<file path="config.mk">
export PLATFORM = sky130hd
export DESIGN_NAME = sprite_draw
export DESIGN_NICKNAME = d
export VERILOG_FILES = /design/src/rtl/sprite_draw_pkg.sv /design/src/rtl/vga_timing_delay.sv /design/src/rtl/sprite_draw.sv
export SDC_FILE = /design/constraint.sdc
export NUM_CORES = 1
export LEC_CHECK = 0
export ABC_CLOCK_PERIOD_IN_PS = 7000
export CORE_MARGIN = 3
export CORE_UTILIZATION = 54
export CTS_CLUSTER_DIAMETER = 60
export DETAILED_ROUTE_END_ITERATION = 10
export GPL_ROUTABILITY_DRIVEN = 0
export PLACE_DENSITY = 0.95
export SETUP_SLACK_MARGIN = 0.05
export SYNTH_ARGS = -nofsm -noshare
export SYNTH_HDL_FRONTEND = slang
export SYNTH_SLANG_ARGS = --single-unit
</file>
<file path="constraint.sdc">
create_clock -name clk -period 7 [get_ports clk]
set_input_delay 1.4 -clock clk [delete_from_list [all_inputs] [get_ports clk]]
set_output_delay 1.4 -clock clk [all_outputs]
set_load 0.01 [all_outputs]
</file>
<file path="src/rtl/sprite_draw_pkg.sv">
// Shared VGA definitions for the sprite overlay: counter/colour widths, sprite defaults,
// the pipeline latency and the timing-bus struct.
package sprite_draw_pkg;

   localparam int CNT_W     = 11;
   localparam int RGB_W     = 12;
   localparam int POS_W     = 12;
   localparam int ADDR_W    = 12;
   localparam int IMG_W_DEF = 48;
   localparam int IMG_H_DEF = 64;
   localparam int DRAW_LAT  = 3;

   typedef struct packed {
      logic [CNT_W-1:0] hcount;
      logic             hsync;
      logic             hblnk;
      logic [CNT_W-1:0] vcount;
      logic             vsync;
      logic             vblnk;
   } vga_timing_t;

   // Per-pixel data that travels alongside the ROM lookup.
   typedef struct packed {
      logic             blank;
      logic             inrect;
      logic [RGB_W-1:0] rgb;
   } pix_t;

endpackage

</file>
<file path="src/rtl/vga_timing_delay.sv">
// N-stage register delay for the VGA timing bus, cleared by synchronous reset.
module vga_timing_delay
   import sprite_draw_pkg::*;
#(
   parameter int N = DRAW_LAT
) (
   input  logic        clk,
   input  logic        rst,
   input  vga_timing_t tim_in,
   output vga_timing_t tim_out
);

   vga_timing_t stage_q [N];
   vga_timing_t stage_d [N];

   always_comb begin
      stage_d[0] = tim_in;
      for (int i = 1; i < N; i++) begin
         stage_d[i] = stage_q[i-1];
      end
   end

   always_ff @(posedge clk) begin
      for (int i = 0; i < N; i++) begin
         if (rst) begin
            stage_q[i] <= '0;
         end else begin
            stage_q[i] <= stage_d[i];
         end
      end
   end

   assign tim_out = stage_q[N-1];

endmodule

</file>
<file path="src/rtl/sprite_draw.sv">
// Overlays a ROM-backed sprite on the VGA stream: address generation, two-stage pixel
// pipeline matching the registered ROM, colour-key mixing and per-frame position latch.
module sprite_draw
   import sprite_draw_pkg::*;
#(
   parameter int               IMG_W   = IMG_W_DEF,
   parameter int               IMG_H   = IMG_H_DEF,
   parameter bit               KEY_EN  = 1'b1,
   parameter logic [RGB_W-1:0] KEY_RGB = 12'h000
) (
   input  logic              clk,
   input  logic              rst,
   input  logic [CNT_W-1:0]  hcount_in,
   input  logic              hsync_in,
   input  logic              hblnk_in,
   input  logic [CNT_W-1:0]  vcount_in,
   input  logic              vsync_in,
   input  logic              vblnk_in,
   input  logic [RGB_W-1:0]  rgb_in,
   input  logic [POS_W-1:0]  xpos,
   input  logic [POS_W-1:0]  ypos,
   input  logic [RGB_W-1:0]  rgb_pixel,
   output logic [ADDR_W-1:0] pixel_addr,
   output logic [CNT_W-1:0]  hcount_out,
   output logic              hsync_out,
   output logic              hblnk_out,
   output logic [CNT_W-1:0]  vcount_out,
   output logic              vsync_out,
   output logic              vblnk_out,
   output logic [RGB_W-1:0]  rgb_out
);

   logic              prev_vblnk_q, prev_vblnk_d;
   logic [POS_W-1:0]  xlat_q, xlat_d;
   logic [POS_W-1:0]  ylat_q, ylat_d;
   logic [ADDR_W-1:0] pixel_addr_q, pixel_addr_d;
   pix_t              s1_q, s1_d;
   pix_t              s2_q, s2_d;
   logic [RGB_W-1:0]  rgb_out_q, rgb_out_d;

   logic [POS_W-1:0]  h_ext, v_ext, x_off, y_off;
   logic              inrect, is_key;

   always_comb begin
      // Latch position only on the vblank rising edge so a frame never tears.
      prev_vblnk_d = vblnk_in;
      xlat_d       = xlat_q;
      ylat_d       = ylat_q;
      if (vblnk_in && !prev_vblnk_q) begin
         xlat_d = xpos;
         ylat_d = ypos;
      end

      // Zero-extended counters keep underflowed offsets out of the rectangle.
      h_ext  = {1'b0, hcount_in};
      v_ext  = {1'b0, vcount_in};
      x_off  = h_ext - xlat_q;
      y_off  = v_ext - ylat_q;
      inrect = (h_ext >= xlat_q) && (x_off < POS_W'(IMG_W)) &&
               (v_ext >= ylat_q) && (y_off < POS_W'(IMG_H));

      pixel_addr_d = inrect ? {y_off[5:0], x_off[5:0]} : '0;
      s1_d.blank   = hblnk_in | vblnk_in;
      s1_d.inrect  = inrect;
      s1_d.rgb     = rgb_in;
      s2_d         = s1_q;

      is_key    = KEY_EN && (rgb_pixel == KEY_RGB);
      rgb_out_d = s2_q.rgb;
      if (s2_q.blank) begin
         rgb_out_d = '0;
      end else if (s2_q.inrect && !is_key) begin
         rgb_out_d = rgb_pixel;
      end
   end

   always_ff @(posedge clk) begin
      if (rst) begin
         prev_vblnk_q <= 1'b0;
         xlat_q       <= '0;
         ylat_q       <= '0;
         pixel_addr_q <= '0;
         s1_q         <= '0;
         s2_q         <= '0;
         rgb_out_q    <= '0;
      end else begin
         prev_vblnk_q <= prev_vblnk_d;
         xlat_q       <= xlat_d;
         ylat_q       <= ylat_d;
         pixel_addr_q <= pixel_addr_d;
         s1_q         <= s1_d;
         s2_q         <= s2_d;
         rgb_out_q    <= rgb_out_d;
      end
   end

   vga_timing_t tim_in, tim_out;

   assign tim_in = '{hcount: hcount_in, hsync: hsync_in, hblnk: hblnk_in,
                     vcount: vcount_in, vsync: vsync_in, vblnk: vblnk_in};

   vga_timing_delay #(.N(DRAW_LAT)) u_timing_delay (
      .clk     (clk),
      .rst     (rst),
      .tim_in  (tim_in),
      .tim_out (tim_out)
   );

   assign pixel_addr = pixel_addr_q;
   assign rgb_out    = rgb_out_q;
   assign hcount_out = tim_out.hcount;
   assign hsync_out  = tim_out.hsync;
   assign hblnk_out  = tim_out.hblnk;
   assign vcount_out = tim_out.vcount;
   assign vsync_out  = tim_out.vsync;
   assign vblnk_out  = tim_out.vblnk;

endmodule

</file>
==> metrics.yaml <==
synth:
  synth.distinct_cells: 51
  synthTopCellsByCount: "dfxtp_1 (154), nor2b_1 (104), nand2_1 (73)"
  post-synth-top-count-cell: "dfxtp_1"
  netlist_top_cells_area: "dfxtp_1 (55%), nor2b_1 (12%), ha_1 (4.9%), nand2_1 (4.9%), a21oi_1 (4.0%)"
  syn_nets: 674
  async_reset_ff_share_pct: 0
  ys.flop_type: "dfxtp_1"
  netlist.top_cell.by_area: "dfxtp_1"
  synth_top_cell_area_share_pct: 55.1
  synth_edf_count: 0
  ys_seq_area_share_pct: 55.1
  syn_area_um2: 5600
  synth_cells: 574
  yosysWarnings: 0
  avgSynthCellArea_um2: 9.75
  synth.ff_latch_count: 154
floorplan:
  die_area_um2: 11600
  die_h_um: 108
  rows: 36
  core_area_um2: 9910
  initial_core_util_pct: 56.5
  die_w_um: 108
  io_pins: 126
layout:
  multi_input_area_um2: 2290
  areaGrowthSynthToFinish_pct: 34.7
  stdcell_count: 841
  fin_util_pct: 76.1
  fillers: 643
  fin_nets: 795
  regArea_um2: 3080
  layout-drive-gt1-share_pct: 7.49
  num_antenna_cells: 0
routing:
  routedWlPerCell_um: 16.0
  wl_um: 13400
  ant_nets: 0
  vias: 4412
  drtPass1Iterations: 6
  drcViolationCount: 0
  avgViaCountPerCell: 5.25
  drt-initial-drc-count: 306
power:
  p_clk_share_pct: 45.0
  net-switching-power_mw: 0.526
  sw_frac_of_total_pct: 24.9
  power_density_nw_per_um2: 280
  power.leakage_nw: 2.93
  p_total_mw: 2.11
  peakVddDrop_mv: 0.171
  internal_power_mw: 1.58
  combPwrFrac_pct: 11.3
  seq_power_share_pct: 43.7
sta:
  grt_setup_unrepaired: "no"
  max_freq_ghz: 0.220
  maxSlewViolCount: 0
  skew_ps: 10.9
  hold_viol: 0
  worst_slew_pin_slew_ps: 993
  maxSlewHeadroom_pct: 33.8
  fin_crit_ps: 4550
  setup_viol: 0
  period_share_pct: 64.9
  setup_ws_ps: 2450
  tns_ps: 0
placement:
  dpl.hpwl_um: 8850
  dp_slack_ps: 2120
  port_buffers: 125
  dp_cells: 809
global_route:
  antenna_found_initial: 0
  grt_max_degree: 93
  grt_use_total_pct: 23.4
  grt_pass1_wl_um: 21000
  first_global_vias: 4436
  gr-total-overflow: 0
cts:
  cts-hold-fix-buffers: 0
  clk_latency_ps: 530
  cts_sinks: 154
  path_clk_slew_ps: 70
  cts_setup_buffers: 0
  cts_buffers: 17
  cts_buffer_depth: 2
  htree_levels: 4
  clock-root-buffer: "clkbuf_8"
  tritoncts: "built"
  cts_resized: 0
critical_path:
  end_kind: "register"
  worst-path-max-fanout: 13
  worstPathCellList: "clkdlybuf4s50_1 -> inv_1 -> ha_1 -> fa_1 -> nor2b_1 -> o31ai_1 -> a211oi_1 -> nor2_1 -> a311oi_1 -> o2111ai_2 -> nor4_1"
  required_ps: 7400
  crit_slowest_cell: "o2111ai_2"
  cp_top_family: "compound AO/OA/AOI/OAI gates"
  critPathBufInv: 2
  critical_path_class: "in2reg"
  arrival_ps: 4950
  worst_setup_path_start_kind: "input port"
  max_stage_delay_ps: 560
flow_run:
  drv_cap: 0
hold_path:
  min_path_type: "reg2reg"
outcome:
  run_status: "finished, final reports clean"
[state kept, by name, summed over array words and instances, names as in the netlist]
register                cells
s1_q                       14
xlat_q                     12
ylat_q                     12
rgb_out                    12
u_timing_delay.stage_q     78
s2_q                       14
pixel_addr                 12
[placed cells by master, fill, tap and decap left out, types with 2 or more instances in the layout]
master and n:
dfxtp_1 154, clkdlybuf4s50_1 124, nor2b_1 104, nand2_1 73, a21oi_1 45, inv_1 30
ha_1 22, nor2_1 20, clkbuf_16 16, o21ai_0 15, nor3_1 8, nand2b_1 7
nor3_2 7, nor4_1 6, o21a_1 5, xnor2_1 5, nand3_1 4, inv_6 4
buf_4 4, a21o_1 3, mux2i_1 3, xor2_1 3, clkinv_4 3, bufinv_16 3
inv_8 3, o211ai_1 2, o31ai_1 2, nor3b_1 2, or2_2 2, fa_1 2
[worst paths after layout]
kind              slack, ps  depth (start not counted)                            end                           from
hold / removal          430                          1  u_timing_delay.stage_q[1][20]  u_timing_delay.stage_q[0][20]
setup / recovery       2450                         11                  pixel_addr[9]                   vcount_in[0]
setup reg to reg       3420                          9                  pixel_addr[9]                      xlat_q[2]
hold reg to reg         430                          1  u_timing_delay.stage_q[1][20]  u_timing_delay.stage_q[0][20]
[through the flow]
step | hold slack [ps] | area [um^2]
floorplan | 414 | 5600
global placement | 417 | 6920
detailed placement | 424 | 6920
CTS | 436 | 7540
global route | 451 | 7540
finish | 432 | 7540
[power by group through the flow]
| stage | clock network (mW) | registers (mW) | logic, mW |
|---|---|---|---|
| after floorplan | 0 | 0.940 | 0.138 |
| after global placement | 0 | 0.939 | 0.217 |
| after detailed placement | 0 | 0.941 | 0.228 |
| after CTS | 0.957 | 0.922 | 0.236 |
| after global routing | 0.997 | 0.925 | 0.258 |
| final | 0.949 | 0.922 | 0.239 |
[kinds of logic after synthesis]
group	synth area share (%)
AOI/OAI and AO/OA	9.28
xor gates and xnor gates	1.25
adders and majority gates	5.63
buffers and inverters	4.09
DFF	55.1
muxes	0.738
and+or+nand+nor	23.9
[routing by layer]
layer	GRT usage (%)	wire length, um	share of wire [%]	vias up
li1	-	-	-	2125
met2	43.1	7060	53	192
met4	12.1	601	4.5	0
met3	5.40	785	5.8	55
met5	0	0	0	-
met1	24.7	4980	37	2040
[cell type report]
| cell class | instances | area share (%) |
|---|---|---|
| Sequential cell | 154 | 40.9 |
| Multi-Input combinational cell | 364 | 30.3 |
| Timing Repair Buffer | 128 | 16.9 |
| Clock buffer | 17 | 5.49 |
| Clock inverter | 15 | 2.77 |
| Tap cell | 133 | 2.21 |
| Inverter | 30 | 1.49 |
(Power assumes the default switching activity.)
